[src/rtl/sync_up_counter_tff.sv]
// ---------------------------------------------------------------------------
// sync_up_counter_tff
//
// Purpose
//   Synchronous binary up counter built as a T-flip-flop chain: bit i toggles
//   when every lower bit is 1 and counting is enabled. Adds a count enable, a
//   synchronous parallel load, a programmable modulus wrap and a terminal-count
//   strobe for cascading. This is the incrementing counterpart of the T-FF down
//   counter used in timer/divider datapaths.
//
// Parameters
//   WIDTH    counter width in bits (>= 1)
//   MOD_VAL  modulus; counts 0 .. MOD_VAL-1 (legal range 2 .. 2**WIDTH)
//
// Ports
//   clk      in   1      rising-edge clock
//   rst      in   1      asynchronous, active-low reset (q -> 0 immediately)
//   en       in   1      count enable; +1 per clk edge while high
//   load     in   1      synchronous parallel load strobe (beats en)
//   d        in   WIDTH  load value; out-of-range values load 0
//   q        out  WIDTH  current count (registered)
//   qb       out  WIDTH  bitwise complement of q (combinational)
//   tc       out  1      terminal count: en & (q == MOD_VAL-1) (combinational)
//
// Optional build macro
//   UPCNT_OVF_FLAG_EN  adds
//     ovf_clr  in   1    synchronous clear of the overflow flag
//     ovf      out  1    registered sticky flag; sets on every wrap edge
//                        (tc=1 and load=0). A wrap on the same edge as
//                        ovf_clr leaves the flag set.
//   Without the macro the ports and the flag logic are absent.
//
// Cascading
//   Feed tc of stage n into en of stage n+1. tc is high exactly during the
//   cycle whose edge wraps the stage, so the upper stage steps on that same
//   edge with no added latency.
// ---------------------------------------------------------------------------
module sync_up_counter_tff #(
  parameter int WIDTH   = 3,
  parameter int MOD_VAL = 8
) (
  input  logic             clk,
  input  logic             rst,
  input  logic             en,
  input  logic             load,
  input  logic [WIDTH-1:0] d,
`ifdef UPCNT_OVF_FLAG_EN
  input  logic             ovf_clr,
  output logic             ovf,
`endif
  output logic [WIDTH-1:0] q,
  output logic [WIDTH-1:0] qb,
  output logic             tc
);

  // Highest legal count. MOD_VAL-1 always fits in WIDTH bits for a legal
  // MOD_VAL, so every comparison below stays WIDTH bits wide, including the
  // full-range case MOD_VAL == 2**WIDTH.
  localparam logic [WIDTH-1:0] LAST = WIDTH'(MOD_VAL - 1);

  logic [WIDTH-1:0] t;        // per-bit toggle terms of the T-FF chain
  logic             at_last;  // q is the final count before wrap
  logic             wrap;     // this edge takes q from LAST back to 0
  logic [WIDTH-1:0] q_next;

  // Toggle chain: T[0] = 1, T[i] = &q[i-1:0], built as a ripple AND so each
  // stage reuses the previous term.
  always_comb begin
    t    = '0;
    t[0] = 1'b1;
    for (int i = 1; i < WIDTH; i++) begin
      t[i] = t[i-1] & q[i-1];
    end
  end

  assign at_last = (q == LAST);
  assign tc      = en & at_last;
  // load has priority over counting, so a loaded edge is never a wrap even
  // if tc is high in that cycle.
  assign wrap    = tc & ~load;

  // Next-state selection: load > en > hold. For a full-range modulus the
  // toggle chain already rolls all-ones over to zero; the explicit clear on
  // at_last covers shorter moduli where the chain alone would overshoot.
  always_comb begin
    q_next = q;
    if (load) begin
      // Clamping illegal load values to 0 keeps q < MOD_VAL under any input.
      q_next = (d <= LAST) ? d : '0;
    end else if (en) begin
      q_next = at_last ? '0 : (q ^ t);
    end
  end

  always_ff @(posedge clk or negedge rst) begin
    if (!rst) begin
      q <= '0;
    end else begin
      q <= q_next;
    end
  end

  assign qb = ~q;

`ifdef UPCNT_OVF_FLAG_EN
  // Sticky overflow flag. Set is checked first so a wrap coinciding with a
  // clear request is not lost.
  always_ff @(posedge clk or negedge rst) begin
    if (!rst) begin
      ovf <= 1'b0;
    end else if (wrap) begin
      ovf <= 1'b1;
    end else if (ovf_clr) begin
      ovf <= 1'b0;
    end
  end
`else
  // wrap only feeds the overflow flag; keep it referenced in this build.
  logic unused_wrap;
  assign unused_wrap = wrap;
`endif

endmodule

[config.mk]
export PLATFORM = sky130hd
export DESIGN_NAME = sync_up_counter_tff
export DESIGN_NICKNAME = d
export VERILOG_FILES = /design/src/rtl/sync_up_counter_tff.sv
export SDC_FILE = /design/constraint.sdc
export NUM_CORES = 1
export LEC_CHECK = 0
export BUFFER_PORTS_ARGS = -buffer_cell sky130_fd_sc_hd__buf_2
export CAP_MARGIN = 40
export CORE_AREA = 2 2 39 41
export CTS_BUF_LIST = sky130_fd_sc_hd__clkbuf_4
export DETAILED_ROUTE_END_ITERATION = 8
export DIE_AREA = 0 0 41 43
export GPL_ROUTABILITY_DRIVEN = 0
export GPL_TIMING_DRIVEN = 0
export PLACE_DENSITY = 0.44
export REMOVE_ABC_BUFFERS = 1
export SETUP_SLACK_MARGIN = 0.3
export SYNTH_ARGS = -nofsm -noshare
export SYNTH_HDL_FRONTEND = slang
export SYNTH_SLANG_ARGS = --single-unit
[constraint.sdc]
create_clock -name clk -period 2 [get_ports clk]
set_input_delay 0.2 -clock clk [delete_from_list [all_inputs] [get_ports clk]]
set_output_delay 0.2 -clock clk [all_outputs]
set_load 0.03 [all_outputs]
Word level (Yosys, flattened, before mapping)

Index checks and enable logic that the tools add are counted.

$lt $le $gt $ge: 1
Equal/unequal tests: 1
Muxes and demuxes: 4
Bitwise operators: 4
Reduce and logical (&&, ||, !) cells: 1

Operators by type and width:

| operator             | number |
|---|---|
| $mux W3              | 4 |
| $eq A3 B3 Y1 const B | 1 |
| $le A3 B3 Y1 const B | 1 |
| $not A3 Y3           | 1 |
| $xor A3 B3 Y3        | 1 |
| $and A1 B1 Y1        | 2 |
| $reduce_bool A2 Y1   | 1 |

Register bits: 3
Input bits: 7
Output and inout port bits: 7
Word-level logic and storage cells: 12

Depth between registers and ports, before layout

Gate-level depths: netlist (run 1).

Word-level depth: 5
Gate-level depth with buffers: 4
Depth with buffers taken out: 4

Least setup slack after synthesis (run 1)

Ideal clock, no wire load.

Path kind: reg2reg
Start point: reg q[0]
End point: reg q[0]
Library setup time: 0.082 ns
Data arrival time: 1.434 ns
Data required time: 1.918 ns
Slack: 0.484 ns
Stages on the path, launching flop included: 5
Path buffers: 0
Clock period less this slack: 1.516 ns
Cells stage by stage: dfrtp_1 > ha_1 > ha_1 > or3b_1 > a31oi_1

Cells in the longest elaborated chain, start to end: 4
Elaborated cells on any way between the ends: 5
Those cells by class: 1 x eq/ne; 3 x mux; 1 x bitwise

Ends and longest elaborated chain:

| item                                                 | RTL line | text |
|---|---|---|
| from (decl)                                          | 51       | `output logic [WIDTH-1:0] q,` |
| from (signal assigned)                               | 99       | `q <= q_next;` |
| $eq A3 B3 Y1 / $xor A3 B3 Y3 (equally long branches) | 76, 91   |  |
| $mux W3 *                                            | 91       | `q_next = at_last ? '0 : (q ^ t);` |
| $mux W3 *                                            | 90       | `end else if (en) begin` |
| $mux W3 *                                            | 87       | `if (load) begin` |

Mark *: on every way between the ends. The rest lies on a longest branch, timed or not. The select of a mux whose other input is x is not followed.
A chain may end at the register's enable or synchronous reset.

Worst setup path after layout (run 1)

Start point: reg q[0]
End point: out tc

Cells in the longest elaborated chain, start to end: 2

Ends and longest elaborated chain:

| item          | RTL line | text |
|---|---|---|
| $eq A3 B3 Y1  | 76       | `assign at_last = (q == LAST);` |
| $and A1 B1 Y1 | 77       | `assign tc = en & at_last;` |
| to (decl)     | 53       | `output logic tc` |

No other way between the ends.

==> results of run 1 <==
==> per-stage QoR <==
step,cell area (um^2),instances,util (%),total power [mW],hold slack (ns)
floorplan,194,21,-,0.134,-0.0956
global placement,279,50,20.2,0.165,-0.00508
detailed placement,279,50,20.2,0.164,-0.00386
CTS,319,55,23.1,0.285,0.199
global route,319,55,23.1,0.302,0.215
finish,319,55,23.1,0.281,0.200
==> final timing paths <==
kind                            depth (start not counted)    to  start  slack [ns]
worst max register to register                          4  q[0]   q[0]        0.50
min in group asynchronous                               2  q[0]    rst        0.32
max in group asynchronous                               2  q[2]    rst        1.58
worst min-delay path                                    3  q[2]   d[2]        0.20
worst min register to register                          2  q[1]   q[1]        0.62
worst max-delay path                                    4    tc   q[0]        0.43
==> synth_stat cells <==
cell type / instances
o21ai_0: 1
nor2b_1: 2
nand3b_1: 1
nand2_1: 1
inv_1: 4
nand2b_1: 2
and2_1: 1
dfrtp_1: 3
mux2i_1: 1
ha_1: 2
or3b_1: 1
a31oi_1: 2
==> final cells by class <==
cell class | instances | area, um^2 | area share (%)
clock buffer | 4 | 30.0 | 9.41
sequential | 3 | 75.1 | 23.5
inverter | 4 | 15.0 | 4.71
timing repair buffer | 14 | 75.1 | 23.5
multi-input combinational | 14 | 104 | 32.5
tap | 16 | 20.0 | 6.27
==> tightest hold or removal path: cells and delay by family <==
| kind | cells | cell delay [ns] |
|---|---|---|
| buffers and inverters | 1 | 0.08 |
| and+or+nand+nor | 1 | 0.04 |
| AOI/OAI and AO/OA | 1 | 0.07 |
==> per-layer routing <==
layer / share of wire (%) / wire (um) / vias to the layer above
li1: - / - / 105
met1: 52 / 252 / 80
met2: 38 / 184 / 12
met3: 9.3 / 45 / 0
met4: 0 / 0 / 0
met5: 0 / 0 / -
==> logic make-up after synthesis <==
| family | share of synthesized area (%) |
|---|---|
| adder cells (fa/ha/maj) | 12.9 |
| multiplexers | 5.16 |
| flip-flops | 38.7 |
| AND/OR/NAND/NOR | 26.5 |
| AO/OA/AOI/OAI | 9.03 |
| buffers and inverters | 7.74 |
==> timing repair <==
item / CTS / global route
hold buffers: 1 / 0
gates resized for setup: 0 / 0
endpoints found under the hold margin: 3 / 0
==> power by group through the flow <==
| stage | Combinational (mW) | Clock [mW] | Sequential [mW] |
|---|---|---|---|
| after floorplan | 0.0419 | 0 | 0.0918 |
| after global placement | 0.0869 | 0 | 0.0777 |
| after detailed placement | 0.0864 | 0 | 0.0779 |
| after CTS | 0.0883 | 0.120 | 0.0773 |
| after global routing | 0.0972 | 0.126 | 0.0785 |
| final | 0.0877 | 0.116 | 0.0771 |
==> out/summary.txt, run 1 <==
Gate power share -> 31.2%
Most common cell type on the critical path -> ha_1
Flops & latches, synth -> 3
CTS tree -> built
Library cells used by synthesis -> 12
Count of pins on the block boundary -> 14
Pre-CTS WS -> 0.499 ns
Synth warnings -> 0
Kind of critical path -> reg -> out
Layout Area Growth over Synthesis -> 64.5%
Actual transition at the worst max-transition pin -> 0.126 ns
Kind of end point of the critical path -> output pin
Max Slew Vio Count -> 0
Clock-pin slew on the worst setup and hold paths -> 0.04 ns
Maximum number of pins on one net before global-route repair -> 7
Internal power -> 0.188 mW
Sequential share of power -> 27.4%
Port Buf Inserts -> 13
Data arrival time of the critical path -> 1.37 ns
Root cell of the clock tree -> clkbuf_4
Detail-routed via count per cell -> 3.58
Number of buffers and inverters on the critical path -> 1
Count of inserted antenna diode cells -> 0
Global-route met1 utilization -> 7.47%
Outcome -> finished, final reports clean
Met3 demand-to-capacity share in global routing -> 1.57%
Setup violations, final -> 0
Post-synthesis instance area -> 194 um^2
Achievable clock frequency -> 639 MHz
Iter 0 DRT Violations -> 6
Remaining routing DRC violations -> 0
Cells taking the most area after synthesis -> dfrtp_1 (39%), ha_1 (13%), inv_1 (7.7%)
Family with the most delay on the worst path -> adder cells
Maximum level of the CTS H-tree -> 1
Global-route total usage across every layer -> 5.94%
Vert. Die Dim -> 43 um
First-pass GRT wire length -> 710 um
Crit path largest cell delay -> 0.42 ns
Number of nets in the finished design -> 49
Share of total power in the clock network -> 41.4%
Effective utilization at floorplan -> 14.0%
Commonest non-fill, non-tap cells in the layout -> buf_2 (13), inv_1 (4), clkbuf_4 (4), dfrtp_1 (3)
Largest register by flop count -> q
Endpoint required time on the critical path -> 1.80 ns
Vias in the first global route -> 183
P_leak -> 0.177 nW
Worst voltage drop across the vdd grid -> 245 uV
Layout fillers -> 154
Largest driver fanout on the critical path -> 5
Cell area power density -> 881 mW/mm^2
Core box area -> 0.00138 mm^2
Final worst-path setup slack -> 0.435 ns
Clock insertion delay at the later pin of the skew report -> 0.23 ns
Final wirelength -> 482 um
Layout cells sized above 1 -> 43.6%
Most common cell after layout, fill and taps aside -> buf_2
Count of TritonRoute iterations in the first routing pass -> 4
Per-cell routed wire length -> 8.76 um
Final hold viol count -> 0
Max clock buf depth -> 2
Leading registers by flop count -> q (3)
Initial antenna violation count -> 0
Die Span X -> 41 um
Critical path's slowest cell -> dfrtp_1
Post-route setup TNS -> 0 ns
CTS sink count -> 3
Post-synthesis average cell area -> 9.24 um^2
Total net switching power -> 0.0932 mW
Number of buffers added for setup after CTS -> 0
Setup crit start kind -> flip-flop
Final worst path period need -> 1.57 ns
Std-Cell Rows -> 14
Final antenna-violating net count -> 0
Syn Inst Count -> 21
Global routing's busiest layer -> met2
Fraction of met2 tracks used by global routing -> 8.44%
Headroom to the max-slew limit -> 91.4%
Cts bufs inserted -> 3
Area of the die -> 0.00176 mm^2
Max reg flops -> 3
Total number of vias -> 197
Yosys top cell area share -> 38.7%
Biggest area consumer among synthesized cells -> dfrtp_1
Setup repair after global routing missed its margin -> no
Sequential element share of the synthesized area -> 38.7%
Share of the clock period used by the worst path -> 78.3%
Max-cap check violation count -> 0
Switching portion of total power -> 33.1%
Final Skew -> 0.000743 ns
Total gr overflow -> 0
Critical path cell sequence -> ha_1, ha_1, and2_1, buf_2
Min-Delay Path Class -> in -> reg
Note: power is estimated with default switching activity, not from simulation.
==> run 2, diff against run 1 <==
==> constraint.sdc (replaced) <==
create_clock -name clk -period 1.45 [get_ports clk]
set_input_delay 0.145 -clock clk [delete_from_list [all_inputs] [get_ports clk]]
set_output_delay 0.145 -clock clk [all_outputs]
set_load 0.03 [all_outputs]
==> out/summary.txt, run 2 (synthesis results as in run 1) <==
Outcome -> finished, final reports clean
Critical path cell sequence -> ha_2, ha_4, and2_4, buf_6
Setup repair after global routing missed its margin -> yes
Port Buf Inserts -> 13 (unchanged)
Cts bufs inserted -> 3 (unchanged)
Count of pins on the block boundary -> 14 (unchanged)
Maximum number of pins on one net before global-route repair -> 7 (unchanged)
Post-route setup TNS -> 0 ns (unchanged)
Most common cell after layout, fill and taps aside -> buf_2
Endpoint required time on the critical path -> 1.31 ns (-0.49 ns)
Setup crit start kind -> flip-flop
Total number of vias -> 208 (+5.6%)
Layout Area Growth over Synthesis -> 87.1%
Achievable clock frequency -> 731 MHz
Switching portion of total power -> 33.0% (-0.16 points)
Crit path largest cell delay -> 0.38 ns (-0.04 ns)
Max reg flops -> 3 (unchanged)
First-pass GRT wire length -> 779 um (+9.7%)
Final hold viol count -> 0 (unchanged)
Internal power -> 0.279 mW (+49%)
Per-cell routed wire length -> 9.26 um (+5.7%)
Max Slew Vio Count -> 0 (unchanged)
Largest register by flop count -> q
Final wirelength -> 528 um (+9.5%)
Gate power share -> 36.1% (+4.9 points)
Share of total power in the clock network -> 38.8% (-2.6 points)
Sequential share of power -> 25.1% (-2.3 points)
Headroom to the max-slew limit -> 90.4% (-0.99 points)
Clock insertion delay at the later pin of the skew report -> 0.23 ns (about the same)
Clock-pin slew on the worst setup and hold paths -> 0.04 ns (about the same)
Min-Delay Path Class -> in -> reg
Maximum level of the CTS H-tree -> 1 (unchanged)
Final worst-path setup slack -> 0.0821 ns (-0.353 ns)
Setup violations, final -> 0 (unchanged)
Kind of critical path -> reg -> out
Final Skew -> 0.00213 ns (+0.00139 ns)
Vias in the first global route -> 204 (+11%)
Share of the clock period used by the worst path -> 94.3%
Layout cells sized above 1 -> 53.7% (+10 points)
Leading registers by flop count -> q (3)
Max clock buf depth -> 2 (unchanged)
Kind of end point of the critical path -> output pin
Commonest non-fill, non-tap cells in the layout -> buf_2 (10), inv_1 (4), clkbuf_4 (4), buf_4 (4), dfrtp_1 (3)
Std-Cell Rows -> 14 (unchanged)
Data arrival time of the critical path -> 1.22 ns (-0.15 ns)
Count of inserted antenna diode cells -> 0 (unchanged)
Global-route total usage across every layer -> 6.55% (+0.60 points)
P_leak -> 0.188 nW (+6.3%)
Final worst path period need -> 1.37 ns
Cell area power density -> 1150 mW/mm^2 (+30%)
Final antenna-violating net count -> 0 (unchanged)
CTS tree -> built
Total net switching power -> 0.137 mW (+47%)
Area of the die -> 0.00176 mm^2 (unchanged)
Max-cap check violation count -> 0 (unchanged)
Total gr overflow -> 0 (unchanged)
Pre-CTS WS -> -0.0506 ns (-0.550 ns)
Vert. Die Dim -> 43 um (unchanged)
Actual transition at the worst max-transition pin -> 0.140 ns (+0.0145 ns)
Count of TritonRoute iterations in the first routing pass -> 4 (unchanged)
Die Span X -> 41 um (unchanged)
Iter 0 DRT Violations -> 3 (-3)
CTS sink count -> 3 (unchanged)
Remaining routing DRC violations -> 0 (unchanged)
Largest driver fanout on the critical path -> 3 (-2)
Critical path's slowest cell -> dfrtp_1
Detail-routed via count per cell -> 3.65 (+1.9%)
Post-layout total power -> 0.417 mW (+48%)
Root cell of the clock tree -> clkbuf_4
Worst hold slack across all endpoints -> 0.149 ns (-0.0517 ns)
Effective utilization at floorplan -> 14.0% (unchanged)
Core box area -> 0.00138 mm^2 (unchanged)
Worst voltage drop across the vdd grid -> 362 uV (+48%)
Initial antenna violation count -> 0 (unchanged)
Number of nets in the finished design -> 51 (+4.1%)
-- run 2: cell count changes in the layout (fill, tap and decap cells not counted), sizes merged --
cell | before | now
buf | 13 | 15
-- run 2: final timing paths --
| path | start | endpoint | slack [ns] | depth (start not counted) |
|---|---|---|---|---|
| max | q[1] | tc | 0.08 | 4 |
| min | d[2] | q[2] | 0.15 | 3 |
| max reg2reg | q[1] | q[0] | 0.08 | 4 |
| min reg2reg | q[2] | q[2] | 0.68 | 2 |
| max in group asynchronous | rst | q[2] | 1.09 | 2 |
| min in group asynchronous | rst | q[0] | 0.26 | 2 |
-- run 2: metal layers --
layer	vias up	global-route usage (%)	part of all wire, %
li1	111	-	-
met1	85	7.79	48
met2	12	10.0	43
met3	0	1.57	8.3
met4	0	4.00	0
met5	-	0	0
-- run 2: stage by stage --
step | instance area (um^2) | utilization, % | instances
2_1_floorplan | 194 | - | 21
3_3_place_gp | 279 | 20.2 | 50
3_5_place_dp | 279 | 20.2 | 50
4_1_cts | 358 | 25.9 | 57
5_1_grt | 363 | 26.2 | 57
6_report | 363 | 26.2 | 57
-- run 2: area by class of cell --
type | instances | area, um^2
clock buffers | 4 | 30.0
well taps | 16 | 20.0
inverters | 4 | 15.0
flip-flops and latches | 3 | 75.1
fillers | 153 | 1020
repair buffers | 16 | 101
multi-input cells | 14 | 121
-- run 2: what timing repair did --
item / 4_1_cts / 5_1_grt
setup buffers: 2 / 0
hold buffers: 1 / 0
endpoints found under the hold margin: 3 / 0
pin swaps: 2 / 3
setup endpoints to repair: 4 / 6
gates resized for setup: 6 / 5
-- run 2: power groups by stage --
stage                     clock network, mW  registers [mW]  logic [mW]
final                                 0.162           0.105       0.150
after global routing                  0.174           0.106       0.165
after CTS                             0.165           0.105       0.146
after detailed placement                  0           0.107       0.119
after global placement                    0           0.107       0.120
after floorplan                           0           0.127      0.0578
-- run 2: worst max-delay path, delay by kind of cell, from the launching register on --
kind,cells,cell delay [ns]
DFF,1,0.38
adders and majority gates,2,0.36
and+or+nand+nor,1,0.13
buffers and inverters,1,0.13
==> run 3, diff against run 2 <==
--- a/config.mk
+++ b/config.mk
@@ -5,15 +5,16 @@
 export SDC_FILE = /design/constraint.sdc
 export NUM_CORES = 1
 export LEC_CHECK = 0
+export ABC_AREA = 1
 export BUFFER_PORTS_ARGS = -buffer_cell sky130_fd_sc_hd__buf_2
 export CAP_MARGIN = 40
 export CORE_AREA = 2 2 39 41
 export CTS_BUF_LIST = sky130_fd_sc_hd__clkbuf_4
 export DETAILED_ROUTE_END_ITERATION = 8
 export DIE_AREA = 0 0 41 43
-export GPL_ROUTABILITY_DRIVEN = 0
+export GPL_ROUTABILITY_DRIVEN = 1
 export GPL_TIMING_DRIVEN = 0
-export PLACE_DENSITY = 0.44
+export PLACE_DENSITY = 0.45
 export REMOVE_ABC_BUFFERS = 1
 export SETUP_SLACK_MARGIN = 0.3
 export SYNTH_ARGS = -nofsm -noshare
==> out/summary.txt, run 3 <==
Share of the clock period used by the worst path -> 92.3% (-2.1 points)
Final core utilization -> 33.7% (+7.5 points)
Sum of net half-perimeters after detailed placement -> 417 um
Post-synthesis instance area -> 210 um^2 (+8.4%)
Worst hold slack across all endpoints -> 0.127 ns (-0.0216 ns)
Sequential element share of the synthesized area -> 35.7% (-3.0 points)
Kind of end point of the critical path -> output pin
Final Wtd Congestion -> 0.701
Layout cells sized above 1 -> 67.9% (+14 points)
Final hold viol count -> 0 (unchanged)
Arithmetic-cell share of the synthesized area counting full adders, half adders and majority gates -> 11.9% (-1.0 points)
Die Span X -> 41 um (unchanged)
Worst flop-to-flop path startpoint -> q[0]
Leading registers by flop count -> q (3)
Worst voltage drop across the vdd grid -> 424 uV (+17%)
P_leak -> 0.254 nW (+35%)
Data arrival time of the critical path -> 1.19 ns (-0.03 ns)
Max reg flops -> 3 (unchanged)
Layout fillers -> 152 (-0.65%)
CTS sink count -> 3 (unchanged)
Total gr overflow -> 0 (unchanged)
Pre-CTS WS -> 0.207 ns (+0.258 ns)
Routed met1 length -> 266 um (+4.3%)
Largest driver fanout on the critical path -> 2 (-1)
Kind of critical path -> reg -> out
Port Buf Inserts -> 13 (unchanged)
Initial antenna violation count -> 0 (unchanged)
Endpoint required time on the critical path -> 1.31 ns (about the same)
CTS tree -> built
Beginning of the worst hold path -> d[2]
Final antenna-violating net count -> 0 (unchanged)
Maximum level of the CTS H-tree -> 1 (unchanged)
Cells taking the most area after synthesis -> dfrtp_1 (36%), nand2_1 (18%), ha_1 (12%)
Headroom to the max-slew limit -> 88.1% (-2.3 points)
Leading post-synthesis cells by instance count -> nand2_1 (10), inv_1 (6), dfrtp_1 (3)
Max-cap check violation count -> 0 (unchanged)
Number of enable flip-flop cells after synthesis -> 0 (unchanged)
Count of inserted antenna diode cells -> 0 (unchanged)
Setup crit start kind -> flip-flop
Effective utilization at floorplan -> 15.2% (+1.2 points)
Largest register by flop count -> q
Setup violations, final -> 0 (unchanged)
Per-cell routed wire length -> 9.06 um (-2.2%)
Synth warnings -> 0 (unchanged)
Max clock buf depth -> 2 (unchanged)
Global-route total usage across every layer -> 8.45% (+1.9 points)
Multiplexer share of the synthesized area -> 0% (-5.2 points)
Library cells used by synthesis -> 9 (-3)
Clock insertion delay at the later pin of the skew report -> 0.23 ns (about the same)
Startpoint of the worst setup timing path -> q[0]
Cell area power density -> 1020 mW/mm^2 (-12%)
Syn Inst Count -> 29 (+38%)
Post-route setup TNS -> 0 ns (unchanged)
Final worst path period need -> 1.34 ns (-0.0300 ns)
Layout Area Growth over Synthesis -> 122%
Outcome -> finished, final reports clean
Post-synthesis average cell area -> 7.25 um^2 (-22%)
Share of synthesized cell area in and, or, nand and nor gates -> 39.9% (+13 points)
Std-Cell Rows -> 14 (unchanged)
Final worst-path setup slack -> 0.112 ns (+0.0300 ns)
Root cell of the clock tree -> clkbuf_4
Cts bufs inserted -> 3 (unchanged)
Maximum number of pins on one net before global-route repair -> 7 (unchanged)
Count of pins on the block boundary -> 14 (unchanged)
First-pass GRT wire length -> 931 um (+20%)
Met3 layer wire length in the routed design -> 33 um (-25%)
Met2 routed WL -> 324 um (+42%)
Yosys top cell area share -> 35.7% (-3.0 points)
Biggest area consumer among synthesized cells -> dfrtp_1
Total number of vias -> 255 (+23%)
Primary flip-flop cell chosen by synthesis mapping -> dfrtp_1
Largest family of logic cells by synthesized area -> simple AND/OR/NAND/NOR gates
Vert. Die Dim -> 43 um (unchanged)
Flops & latches, synth -> 3 (unchanged)
Achievable clock frequency -> 747 MHz (+2.2%)
Final Skew -> 0.000155 ns (-0.00198 ns)
Synthesized-area fraction occupied by xor and xnor cells -> 0% (unchanged)
Most common cell in the synthesized netlist -> nand2_1
Area of the die -> 0.00176 mm^2 (unchanged)
Most common cell after layout, fill and taps aside -> buf_2
Highest routed metal layer -> met3
Final wirelength -> 625 um (+18%)
Actual transition at the worst max-transition pin -> 0.179 ns (+0.0389 ns)
Commonest non-fill, non-tap cells in the layout -> buf_2 (9), buf_6 (8), nand2_1 (7), inv_1 (5), clkbuf_4 (4)
Core box area -> 0.00138 mm^2 (unchanged)
Count of TritonRoute iterations in the first routing pass -> 4 (unchanged)
Area fraction in compound gates after synthesis -> 0% (-9.0 points)
Remaining routing DRC violations -> 0 (unchanged)
Ys async rst share -> 100% (unchanged)
Post-layout total power -> 0.474 mW (+14%)
Number of nets in the finished design -> 63 (+24%)
Vias in the first global route -> 218 (+6.9%)
Min-Delay Path Class -> in -> reg
Setup repair after global routing missed its margin -> yes
Detail-routed via count per cell -> 3.70 (+1.3%)
Iter 0 DRT Violations -> 5 (+2)
Clock-pin slew on the worst setup and hold paths -> 0.04 ns (about the same)
Max Slew Vio Count -> 0 (unchanged)
[run 3: cells by family after synthesis]
logic type | after synthesis
fa+ha+maj | 2
buf+inv | 7
flops | 3
simple gates | 17
[run 3: report_power, final]
group | total, mW | internal (mW) | switching (mW)
clock | 0.165 | 0.122 | 0.0431
sequential | 0.110 | 0.0955 | 0.0148
combinational | 0.199 | 0.0941 | 0.105
[run 3: per-layer routing]
metal,up-vias,GRT usage (%)
met5,-,0
met4,0,6.00
met3,0,5.24
met2,7,10.9
met1,114,9.71
li1,134,-
[run 3: worst max-delay path, stage by stage, from the launching register on]
cell     delay (ns)
dfrtp_2        0.42
ha_4           0.17
ha_4           0.15
nand2_1        0.05
inv_1          0.04
buf_6          0.13
[run 3: layout make-up]
| type | instances | area [um^2] | share of cell area [%] |
|---|---|---|---|
| multi-input cells | 19 | 154 | 33.0 |
| flip-flops and latches | 3 | 76.3 | 16.4 |
| inverters | 7 | 26.3 | 5.63 |
| clock buffers | 4 | 30.0 | 6.43 |
| repair buffers | 20 | 160 | 34.3 |
| well taps | 16 | 20.0 | 4.29 |
[run 3: timing repair]
action                                 CTS  global route
pin swaps                                0             5
buffers inserted                         3             3
endpoints found under the hold margin    3             0
gates resized for setup                  7            20
hold buffers                             1             0
setup endpoints to repair                4             6
[run 3: final timing paths]
path,endpoint,slack [ns],depth (start not counted)
setup / recovery,tc,0.11,5
hold / removal,q[2],0.13,3
setup reg to reg,q[0],0.31,6
hold reg to reg,q[2],0.59,2
max in group asynchronous,q[0],1.09,2
min in group asynchronous,q[2],0.24,2
[run 3: metrics by stage]
stage | instance area [um^2] | instances
after floorplan | 210 | 29
after global placement | 295 | 58
after detailed placement | 295 | 58
after CTS | 390 | 66
after global routing | 467 | 69
final | 467 | 69
